$ cat src/rtl/cu_pipe.sv
// Pipelined RV32I control unit: decodes an accepted instruction into a registered
// control bundle, with valid/ready handshake, flush and a load-use hazard stall.
`timescale 1ns/1ps

`ifndef CU_PIPE_DEFS
`define CU_PIPE_DEFS
`define INST_WIDTH                32
`define IMMEDIATE_SELECTION_WIDTH 3
`define NOP_TYPE                  3'd0
`define I_TYPE                    3'd1
`define S_TYPE                    3'd2
`define B_TYPE                    3'd3
`define U_TYPE                    3'd4
`define J_TYPE                    3'd5
`define MEMORY_MODE_WIDTH         3
`define NOP_MEMORY_MODE           3'd0
`define BYTE_MEMORY_MODE          3'd1
`define HALF_MEMORY_MODE          3'd2
`define WORD_MEMORY_MODE          3'd3
`define UBYTE_MEMORY_MODE         3'd4
`define UHALF_MEMORY_MODE         3'd5
`endif

module cu_pipe #(
    parameter int LOAD_LATENCY   = 1,
    parameter int REG_ADDR_WIDTH = 5
) (
    input  logic                                  clk,
    input  logic                                  rst_n,
    input  logic [`INST_WIDTH-1:0]                instruction,
    input  logic                                  in_valid,
    output logic                                  in_ready,
    input  logic                                  flush,
    output logic                                  out_valid,
    input  logic                                  out_ready,
    output logic [`IMMEDIATE_SELECTION_WIDTH-1:0] imm_type,
    output logic                                  D_MEM_write,
    output logic                                  D_MEM_read,
    output logic [`MEMORY_MODE_WIDTH-1:0]         D_MEM_mode,
    output logic                                  RF_write,
    output logic                                  RS2_IMM_ALU_SRC_MUX_sel,
    output logic                                  DMEM_ALU_WB_MUX_sel,
    output logic                                  branch,
    output logic                                  jump,
    output logic                                  jalr,
    output logic [REG_ADDR_WIDTH-1:0]             rd,
    output logic [REG_ADDR_WIDTH-1:0]             rs1,
    output logic [REG_ADDR_WIDTH-1:0]             rs2,
    output logic                                  illegal
);

    localparam logic [6:0] OPC_LUI    = 7'b0110111;
    localparam logic [6:0] OPC_AUIPC  = 7'b0010111;
    localparam logic [6:0] OPC_JAL    = 7'b1101111;
    localparam logic [6:0] OPC_JALR   = 7'b1100111;
    localparam logic [6:0] OPC_BRANCH = 7'b1100011;
    localparam logic [6:0] OPC_LOAD   = 7'b0000011;
    localparam logic [6:0] OPC_STORE  = 7'b0100011;
    localparam logic [6:0] OPC_OPIMM  = 7'b0010011;
    localparam logic [6:0] OPC_OP     = 7'b0110011;
    localparam logic [6:0] OPC_FENCE  = 7'b0001111;
    localparam logic [6:0] OPC_SYSTEM = 7'b1110011;
    localparam logic [6:0] F7_ZERO    = 7'b0000000;
    localparam logic [6:0] F7_ALT     = 7'b0100000;
    localparam logic [1:0] LAT        = 2'(LOAD_LATENCY);

    typedef struct packed {
        logic [`IMMEDIATE_SELECTION_WIDTH-1:0] imm_type;
        logic                                  mem_write;
        logic                                  mem_read;
        logic [`MEMORY_MODE_WIDTH-1:0]         mem_mode;
        logic                                  rf_write;
        logic                                  alu_src;
        logic                                  wb_sel;
        logic                                  branch;
        logic                                  jump;
        logic                                  jalr;
        logic                                  illegal;
    } ctl_t;

    logic [6:0] opcode;
    logic [2:0] funct3;
    logic [6:0] funct7;
    logic [4:0] rd_f;
    logic [4:0] rs1_f;
    logic [4:0] rs2_f;

    assign opcode = instruction[6:0];
    assign rd_f   = instruction[11:7];
    assign funct3 = instruction[14:12];
    assign rs1_f  = instruction[19:15];
    assign rs2_f  = instruction[24:20];
    assign funct7 = instruction[31:25];

    ctl_t ctl;
    ctl_t ctl_q;
    logic legal;
    logic wr;
    logic rd_rs1;
    logic rd_rs2;
    logic is_load;

    always_comb begin
        ctl          = '0;
        ctl.imm_type = `NOP_TYPE;
        ctl.mem_mode = `NOP_MEMORY_MODE;
        legal        = 1'b0;
        wr           = 1'b0;
        rd_rs1       = 1'b0;
        rd_rs2       = 1'b0;
        is_load      = 1'b0;
        unique case (opcode)
            OPC_LUI, OPC_AUIPC: begin
                legal        = 1'b1;
                wr           = 1'b1;
                ctl.imm_type = `U_TYPE;
                ctl.alu_src  = 1'b1;
            end
            OPC_JAL: begin
                legal        = 1'b1;
                wr           = 1'b1;
                ctl.imm_type = `J_TYPE;
                ctl.jump     = 1'b1;
            end
            OPC_JALR: begin
                legal        = (funct3 == 3'b000);
                wr           = 1'b1;
                rd_rs1       = 1'b1;
                ctl.imm_type = `I_TYPE;
                ctl.alu_src  = 1'b1;
                ctl.jalr     = 1'b1;
            end
            OPC_BRANCH: begin
                legal        = (funct3 != 3'b010) && (funct3 != 3'b011);
                rd_rs1       = 1'b1;
                rd_rs2       = 1'b1;
                ctl.imm_type = `B_TYPE;
                ctl.branch   = 1'b1;
            end
            OPC_LOAD: begin
                legal = 1'b1;
                case (funct3)
                    3'b000:  ctl.mem_mode = `BYTE_MEMORY_MODE;
                    3'b001:  ctl.mem_mode = `HALF_MEMORY_MODE;
                    3'b010:  ctl.mem_mode = `WORD_MEMORY_MODE;
                    3'b100:  ctl.mem_mode = `UBYTE_MEMORY_MODE;
                    3'b101:  ctl.mem_mode = `UHALF_MEMORY_MODE;
                    default: legal = 1'b0;
                endcase
                wr           = 1'b1;
                rd_rs1       = 1'b1;
                is_load      = 1'b1;
                ctl.imm_type = `I_TYPE;
                ctl.mem_read = 1'b1;
                ctl.alu_src  = 1'b1;
                ctl.wb_sel   = 1'b1;
            end
            OPC_STORE: begin
                legal = 1'b1;
                case (funct3)
                    3'b000:  ctl.mem_mode = `BYTE_MEMORY_MODE;
                    3'b001:  ctl.mem_mode = `HALF_MEMORY_MODE;
                    3'b010:  ctl.mem_mode = `WORD_MEMORY_MODE;
                    default: legal = 1'b0;
                endcase
                rd_rs1        = 1'b1;
                rd_rs2        = 1'b1;
                ctl.imm_type  = `S_TYPE;
                ctl.mem_write = 1'b1;
                ctl.alu_src   = 1'b1;
            end
            OPC_OPIMM: begin
                // shift-immediates constrain funct7; other funct3 take any imm
                if (funct3 == 3'b001)
                    legal = (funct7 == F7_ZERO);
                else if (funct3 == 3'b101)
                    legal = (funct7 == F7_ZERO) || (funct7 == F7_ALT);
                else
                    legal = 1'b1;
                wr           = 1'b1;
                rd_rs1       = 1'b1;
                ctl.imm_type = `I_TYPE;
                ctl.alu_src  = 1'b1;
            end
            OPC_OP: begin
                legal = (funct7 == F7_ZERO) ||
                        ((funct7 == F7_ALT) &&
                         ((funct3 == 3'b000) || (funct3 == 3'b101)));
                wr     = 1'b1;
                rd_rs1 = 1'b1;
                rd_rs2 = 1'b1;
            end
            OPC_FENCE: legal = (funct3 == 3'b000);
            OPC_SYSTEM: begin
                legal = (instruction == 32'h0000_0073) ||
                        (instruction == 32'h0010_0073);
            end
            default: legal = 1'b0;
        endcase
        ctl.rf_write = wr & (rd_f != 5'd0);
        if (!legal) begin
            ctl          = '0;
            ctl.imm_type = `NOP_TYPE;
            ctl.mem_mode = `NOP_MEMORY_MODE;
            ctl.illegal  = 1'b1;
            rd_rs1       = 1'b0;
            rd_rs2       = 1'b0;
            is_load      = 1'b0;
        end
    end

    logic [1:0]                cnt;
    logic [REG_ADDR_WIDTH-1:0] last_load_rd;
    logic [REG_ADDR_WIDTH-1:0] rd_x;
    logic [REG_ADDR_WIDTH-1:0] rs1_x;
    logic [REG_ADDR_WIDTH-1:0] rs2_x;
    logic                      hazard;
    logic                      accept;

    assign rd_x  = REG_ADDR_WIDTH'(rd_f);
    assign rs1_x = REG_ADDR_WIDTH'(rs1_f);
    assign rs2_x = REG_ADDR_WIDTH'(rs2_f);

    assign hazard = (LOAD_LATENCY != 0) && (cnt != 2'd0) && in_valid &&
                    ((rd_rs1 && (rs1_x == last_load_rd)) ||
                     (rd_rs2 && (rs2_x == last_load_rd)));

    assign in_ready = !flush && !hazard && (!out_valid || out_ready);
    assign accept   = in_valid && in_ready;

    always_ff @(posedge clk or negedge rst_n) begin
        if (!rst_n) begin
            out_valid      <= 1'b0;
            ctl_q          <= '0;
            ctl_q.imm_type <= `NOP_TYPE;
            ctl_q.mem_mode <= `NOP_MEMORY_MODE;
            rd             <= '0;
            rs1            <= '0;
            rs2            <= '0;
        end else if (flush) begin
            out_valid <= 1'b0;
        end else if (accept) begin
            out_valid <= 1'b1;
            ctl_q     <= ctl;
            rd        <= rd_x;
            rs1       <= rs1_x;
            rs2       <= rs2_x;
        end else if (out_ready) begin
            out_valid <= 1'b0;
        end
    end

    always_ff @(posedge clk or negedge rst_n) begin
        if (!rst_n) begin
            cnt          <= 2'd0;
            last_load_rd <= '0;
        end else if (flush) begin
            cnt <= 2'd0;
        end else if (accept && is_load && (rd_f != 5'd0)) begin
            cnt          <= LAT;
            last_load_rd <= rd_x;
        end else if (cnt != 2'd0) begin
            cnt <= cnt - 2'd1;
        end
    end

    assign imm_type                = ctl_q.imm_type;
    assign D_MEM_write             = ctl_q.mem_write;
    assign D_MEM_read              = ctl_q.mem_read;
    assign D_MEM_mode              = ctl_q.mem_mode;
    assign RF_write                = ctl_q.rf_write;
    assign RS2_IMM_ALU_SRC_MUX_sel = ctl_q.alu_src;
    assign DMEM_ALU_WB_MUX_sel     = ctl_q.wb_sel;
    assign branch                  = ctl_q.branch;
    assign jump                    = ctl_q.jump;
    assign jalr                    = ctl_q.jalr;
    assign illegal                 = ctl_q.illegal;

endmodule

$ cat config.mk
export PLATFORM = sky130hd
export DESIGN_NAME = cu_pipe
export DESIGN_NICKNAME = d
export VERILOG_FILES = /design/src/rtl/cu_pipe.sv
export SDC_FILE = /design/constraint.sdc
export NUM_CORES = 1
export LEC_CHECK = 0
export ABC_AREA = 1
export ABC_CLOCK_PERIOD_IN_PS = 3000
export BUFFER_PORTS_ARGS = -buffer_cell sky130_fd_sc_hd__buf_2
export CORE_UTILIZATION = 56
export CTS_BUF_LIST = sky130_fd_sc_hd__clkbuf_2
export DETAILED_ROUTE_END_ITERATION = 8
export GPL_ROUTABILITY_DRIVEN = 1
export PLACE_DENSITY_LB_ADDON = 0.05
export SETUP_SLACK_MARGIN = 0.2
export SYNTH_ARGS = -nofsm -noshare
export SYNTH_HDL_FRONTEND = slang
export SYNTH_SLANG_ARGS = --single-unit
$ cat constraint.sdc
create_clock -name clk -period 3 [get_ports clk]
set_input_delay 0.6 -clock clk [delete_from_list [all_inputs] [get_ports clk]]
set_output_delay 0.6 -clock clk [all_outputs]
set_load 0.05 [all_outputs]
* Word level (Yosys, flattened, before mapping)
Cells that the tools add are included.
** Operators by class
- $add $sub $neg :: 1
- Equal/unequal tests :: 22
- Muxes and demuxes :: 28
- Bitwise operators :: 2
- Reductions and logical operators :: 38
** Operators with widths (number)
- 32-bit by 21-bit equality test with 1-bit output, second input constant :: 1
- 32-bit by 7-bit equality test with 1-bit output, second input constant :: 1
- 3-bit one-hot mux with 5 select lines :: 2
- 7-bit by 6-bit equality test with 1-bit output, second input constant :: 4
- 7-bit equality test, second input constant :: 4
- 1-bit two-way mux :: 19
- 15-bit two-way mux :: 1
- 7-bit by 5-bit equality test with 1-bit output, second input constant :: 2
- 3-bit OR reduction :: 4
- 6-bit OR reduction :: 2
- 1-bit logical AND :: 11
- 5-bit equality test :: 2
- 1-bit one-hot mux with 8 select lines :: 1
- 7-bit by 2-bit equality test with 1-bit output, second input constant :: 1
- 7-bit by 4-bit equality test with 1-bit output, second input constant :: 1
- 7-bit logical NOT :: 1
- 7-bit OR reduction :: 1
- 3-bit equality test, second input constant :: 2
- 1-bit logical OR :: 6
- 2-bit two-way mux :: 3
- 3-bit by 2-bit inequality test with 1-bit output, second input constant :: 2
- 2-bit one-hot mux with 3 select lines :: 1
- 3-bit one-hot mux with 2 select lines :: 1
- 3-bit nonzero test :: 2
- 12 further kinds :: 16
** Storage, ports and cells
- Flip-flop bits (word level) :: 38
- Input port bits :: 37
- Output and inout port bits :: 32
- Word-level logic and storage cells :: 108

* Longest topological paths before layout
Gate-level depths: netlist of run 1.
- Depth in word-level cells :: 17
- Gate-level depth with buffers :: 15
- Gate-level depth less buffers :: 14

* Worst setup path after synthesis of run 1
No wires, ideal clock.
- Path type :: input to output
- Start :: in instruction[0]
- End :: out in_ready
- Data arrival time :: 1.639 ns
- Required time :: 2.400 ns
- Path slack :: 0.761 ns
- Cell stages on the path :: 9
- Path buffers :: 0
- Path through :: nand2_1 > nor2_1 > nand2_4 > nand2_2 > nor2_2 > nand3_2 > nor2_2 > nor2_2 > nor2_4
** Between the ends
- Longest elaborated chain between the ends :: 10
** RTL lines
- start: declaration :: line 30 : input logic [`INST_WIDTH-1:0] instruction,
- 32-bit by 7-bit equality test with 1-bit output (tied with other cells) :: line 195 : legal = (instruction == 32'h0000_0073) ||
- 1-bit logical OR (tied with other cells) :: line 195
- 1-bit one-hot mux with 8 select lines or 1-bit two-way mux (tied branches) :: line 112 : unique case (opcode)
- 1-bit two-way mux :: line 201 : if (!legal) begin
- 1-bit logical AND (on tied branches) :: line 225, 226
- 1-bit logical OR * :: line 225 : ((rd_rs1 && (rs1_x == last_load_rd)) ||
- 1-bit logical AND * :: line 224 : assign hazard = (LOAD_LATENCY != 0) && (cnt != 2'd0) && in_valid &&
- 1-bit logical NOT * :: line 228 : assign in_ready = !flush && !hazard && (!out_valid || out_ready);
- 1-bit logical AND * (2 in a row) :: line 228
- end: declaration :: line 32 : output logic in_ready,
Every way passes the cells marked *; elsewhere a longest branch is shown, timed or not.

* Worst setup path after layout of run 1
Same ends and word-level chain as after synthesis.

==> out/qor.yml, run 1 <==
run_status: "completed"
drt-pass1-iter-count: 4
yosys_most_used_dff: "dfrtp_1"
vias_per_cell: 5.07
post-route-period-util: 0.869
grt_pass1_wl_um: 8000
holdBufCountCts: 0
synth_compound_area_frac: 0.0938
synth_seq_cells: 37
rows: 21
grt_use_total: 0.263
vias: 1984
tns_ns: 0
met3_length_um: 289
grt_setup_unrepaired: "no"
worst_slew_pin_slew_ns: 0.793
worstReg2RegStart: "last_load_rd[3]"
final_nets: 382
cp.required_ns: 2.40
power_density_nw_per_um2: 461
vdd_drop_max_mv: 0.314
core_um2: 3470
drc: 0
synth_area_leaders: "dfrtp_1 (44%), nand2_1 (15%), nor2_1 (5.4%)"
final.setup_skew_ns: 0.0157
r2r_end: "imm_type[0]"
dieArea_um2: 3990
synth_top_family_by_area: "simple AND/OR/NAND/NOR gates"
clk_latency_ns: 0.38
yosys_warnings: 0
yosysSeqAreaShare: 0.442
top_layer: "met4"
tritoncts: "yes"
syn2layout_area_growth_pct: 19.3
grt_max_degree: 38
cts.sinks: 37
die_x_um: 63.1
clockBufferDepth: 2
path_class: "in -> out"
wl_met1_um: 2320
maxSlewViolCount: 0
synth-simple-area-share: 0.338
total_power_mw: 1.15
layout_commonest_cell: "nand2_1"
grt_remaining_overflow: 0
wl_per_cell_um: 12.5
synth.area.mux_share: 0
drt_wl_total_um: 4870
crit_slowest_cell: "buf_2"
fill_cells: 314
final_util: 0.720
cp-end-kind: "output pin"
synth_xor_area_frac: 0.0418
place_ws_ns: 0.355
drive_above_1_share: 0.301
synth_top_area_cell: "dfrtp_1"
syn_area_um2: 2090
critical_path.cell_chain: "buf_2 > nand2_1 > nor2_2 > nand2_1 > nor2_1 > nor2_1 > nand3b_1 > nand3_1 > nor2_2 > nor2_4 > buf_2"
syn_avg_cell_area_um2: 7.64
leakagePower_nw: 1.39
design_area_um2: 2500
place_hpwl_um: 3930
start_kind: "input pin"
wl_met2_um: 2200
synth_edf_count: 0
io_buffers: 68
r2r_cells: 12
syn_nets: 312
fmax_mhz: 383
final_cell_mix: "nand2_1 (86), buf_2 (68), dfrtp_1 (37), nor2_1 (30), inv_1 (26)"
synthAdderAreaFrac: 0.00598
fin_ws_ns: 0.392
yosysUniqueCellTypes: 30
grt_pass1_vias: 1735
min_path_type: "in -> async"
maxCapViolCount: 0
ios: 69
clk_pin_slew_worst_paths_ns: 0.18
netlist_instances: 274
cp_max_fo: 5
ant_nets: 0
gp_congestion: 0.966
reg2reg_slack_ns: 0.96
drt-initial-drc-count: 134
setup_viol: 0
antenna_found_initial: 0
period_minus_slack_ns: 2.61
cts_buffers: 5
postPlaceCellArea_um2: 2460
postCtsSetupRepairBufs: 0
slowest_delay_ns: 0.29
die_h_um: 63.1
hold_viol: 0
antenna_cells: 0
root_buffer: "clkbuf_2"
slew_headroom: 0.471
synth_top_area_share: 0.442
synthArstFlopShare: 1.00
initial_core_util: 0.604
arrival_ns: 2.01
cts_max_level: 2
[stage by stage]
stage | hold slack, ns | cells
6_report | 0.274 | 391
5_1_grt | 0.319 | 391
4_1_cts | 0.284 | 391
3_5_place_dp | 0.463 | 383
3_3_place_gp | 0.457 | 383
2_1_floorplan | 0.304 | 274
[where the power goes]
part           internal (mW)  switching (mW)
sequential             0.547          0.0288
clock                 0.0510           0.157
combinational          0.103           0.264
total                  0.701           0.450
[kinds of logic after synthesis]
kind of cell,count (synthesis)
DFF,37
and+or+nand+nor,156
AOI/OAI and AO/OA,33
adders and majority gates,1
xor gates and xnor gates,10
buffers and inverters,37
[registers in the layout, summed over array words and instances, names as in the netlist]
signal / count
RF_write: 1
D_MEM_write: 1
rd: 5
illegal: 1
rs2: 5
RS2_IMM_ALU_SRC_MUX_sel: 1
out_valid: 1
cnt: 2
rs1: 5
branch: 1
jump: 1
imm_type: 3
last_load_rd: 5
jalr: 1
D_MEM_mode: 3
D_MEM_read: 1
[worst max path at each step]
stage,from,to,slack [ns]
2_1_floorplan,instruction[0],in_ready,0.76
3_3_place_gp,instruction[0],in_ready,0.39
3_5_place_dp,instruction[0],imm_type[0],0.35
4_1_cts,instruction[0],in_ready,0.36
5_1_grt,instruction[0],in_ready,0.24
6_report,instruction[0],in_ready,0.39
[per-layer routing]
layer	vias up	global-route usage
li1	1001	-
met1	907	0.377
met2	68	0.397
met3	8	0.0580
met4	0	0.0785
met5	-	0
[final cells by class]
| cell class | instances | area, µm² | share of cell area |
|---|---|---|---|
| multi-input cells | 200 | 1010 | 0.404 |
| clock buffers | 5 | 25.0 | 0.0100 |
| flip-flops and latches | 37 | 926 | 0.371 |
| repair buffers | 70 | 355 | 0.142 |
| inverters | 30 | 113 | 0.0451 |
| clock inverters | 3 | 12.5 | 0.00501 |
| well taps | 46 | 57.6 | 0.0230 |
[cells in the mapped netlist, types with 2 or more instances]
library cell and n:
a21oi_1 2, buf_2 4, buf_6 2, dfrtp_1 37, inv_1 26, inv_2 4, nand2_1 86, nand2_2 3
nand2_4 2, nand3_1 16, nand4_1 3, nor2_1 30, nor2_2 5, nor2_4 3, nor3_1 2, o21ai_0 3
o21ai_1 18, o21ai_2 6, o31ai_1 2, or2_2 2, xnor2_1 5, xor2_1 5
[worst max-delay path: cells and delay by family]
kind          cells  cell delay, ns
simple gates      9            1.02
buf+inv           2            0.39
[timing repair]
| action | in CTS | in global routing |
|---|---|---|
| hold endpoints to repair | 0 | 0 |
| setup endpoints to repair | 0 | 1 |
| gates resized for setup | 0 | 1 |
Power figures use the tool's default switching activity.
==> run 2: changes to the inputs <==
Settings changed: ABC_CLOCK_PERIOD_IN_PS 3000 to 2570, CORE_UTILIZATION 56 to 52, CTS_CLUSTER_SIZE set to 16.
Clock period 3 ns to 2.57 ns, I/O delays scaled along.
==> out/qor.yml, run 2 (synthesized netlist as in run 1, its figures left out) <==
tns_ns: 0
drt-pass1-iter-count: 4
postPlaceCellArea_um2: 2470
drt-initial-drc-count: 115
drc: 0
p_int_mw: 0.925
crit_slowest_cell: "buf_8"
layout_commonest_cell: "nand2_1"
dieArea_um2: 4280
initial_core_util: 0.555
slowest_delay_ns: 0.17
seq_power_share: 0.455
power.share.switching: 0.370
drt_wl_total_um: 4940
drive_above_1_share: 0.348
worst_slew_pin_slew_ns: 0.808
place_hpwl_um: 3930
total_power_mw: 1.47
arrival_ns: 1.74
vdd_drop_max_mv: 0.452
hold_viol: 0
grt_max_degree: 38
final.setup_skew_ns: 0.0110
grt_use_total: 0.258
pwr-share-clk: 0.245
leakagePower_nw: 1.44
cp_max_fo: 3
start_kind: "input pin"
design_area_um2: 2630
post-route-period-util: 0.877
cp.required_ns: 2.06
critPathMostFrequentCell: "nor2_4"
cts_max_level: 2
gp_congestion: 0.871
final_cell_mix: "nand2_1 (83), buf_2 (67), dfrtp_1 (37), inv_1 (25), nor2_1 (24)"
clk_pin_slew_worst_paths_ns: 0.19
top_layer: "met4"
core_um2: 3770
setup_viol: 0
ant_nets: 0
run_status: "completed"
fill_cells: 323
min_path_type: "in -> async"
wl_met1_um: 2370
cts_buffers: 5
tritoncts: "yes"
maxCapViolCount: 0
syn2layout_area_growth_pct: 25.7
cp-end-kind: "output pin"
antenna_cells: 0
ios: 69
vias_per_cell: 5.03
critical-path-top-delay-family: "simple AND/OR/NAND/NOR gates"
grt_setup_unrepaired: "yes"
multi_input_area_um2: 1080
combPwrFrac: 0.300
final-seq-area_um2: 926
fmax_mhz: 444
path_class: "in -> out"
grt_remaining_overflow: 0
worst-path-buf-inv: 2
io_buffers: 68
holdWs_ns: 0.172
grt_pass1_vias: 1789
clockBufferDepth: 2
place_ws_ns: 0.0374
clk_latency_ns: 0.39
slew_headroom: 0.461
root_buffer: "clkbuf_2"
p_sw_mw: 0.543
vias: 1991
period_minus_slack_ns: 2.25
die_x_um: 65.4
cts.sinks: 37
antenna_found_initial: 0
wl_met2_um: 2180
final_nets: 385
power_density_nw_per_um2: 558
maxSlewViolCount: 0
wl_per_cell_um: 12.5
grt_pass1_wl_um: 8250
met3_length_um: 342
fin_ws_ns: 0.316
critical_path.cell_chain: "buf_2 > nand2_2 > nor2_1 > nand2_4 > nand2_2 > nor2_2 > nand3_2 > nor2_4 > nor2_4 > nor2_4 > buf_8"
rows: 22
die_h_um: 65.4
holdBufCountCts: 0
run 2: cell type report:
| cell class | instances | area share |
|---|---|---|
| multi-input cells | 200 | 0.410 |
| flip-flops and latches | 37 | 0.352 |
| repair buffers | 73 | 0.147 |
| inverters | 30 | 0.0428 |
| well taps | 48 | 0.0228 |
| clock inverters | 3 | 0.0157 |
| clock buffers | 5 | 0.00951 |
run 2: metal layers:
layer / up-vias / GRT usage
met5: - / 0
met4: 0 / 0.0734
met3: 5 / 0.0538
met2: 75 / 0.383
met1: 902 / 0.379
li1: 1009 / -
run 2: stage by stage:
stage / instances / utilization
2_1_floorplan: 274 / -
3_3_place_gp: 386 / 0.654
3_5_place_dp: 386 / 0.654
4_1_cts: 394 / 0.675
5_1_grt: 396 / 0.698
6_report: 396 / 0.698
run 2: repair_timing:
action                                  in CTS  in global routing
hold endpoints to repair                     0                  0
pin swaps                                    0                  7
endpoints found under the setup margin       1                  1
setup buffers                                0                  2
resized for setup                            4                 19
run 2: final timing paths:
path | startpoint | endpoint | slack, ns | depth (start not counted)
worst max-delay path | instruction[0] | in_ready | 0.32 | 11
worst min-delay path | rst_n | imm_type[0] | 0.17 | 1
worst max register to register | last_load_rd[4] | RF_write | 0.65 | 13
worst min register to register | rs2[4] | rs2[4] | 0.50 | 2
max in group asynchronous | rst_n | rs2[3] | 1.88 | 1
min in group clk | flush | out_valid | 0.33 | 2
run 2: power by group through the flow:
stage                     clock [mW]  sequential (mW)  combinational [mW]
after global placement             0            0.679               0.423
after CTS                      0.367            0.670               0.432
after detailed placement           0            0.681               0.428
final                          0.359            0.669               0.440
after floorplan                    0            0.817               0.165
after global routing           0.391            0.677               0.486
run 2: worst register-to-register path, stage by stage (launching register included):
cell	delay [ns]
dfrtp_1	0.45
xnor2_1	0.14
nand2_1	0.06
nor2_1	0.10
nand3_1	0.09
nand2_2	0.10
nand3_2	0.08
nor2_4	0.11
nor2_4	0.06
buf_4	0.14
nand2_4	0.06
buf_4	0.26
nand2_1	0.10
o21ai_1	0.10
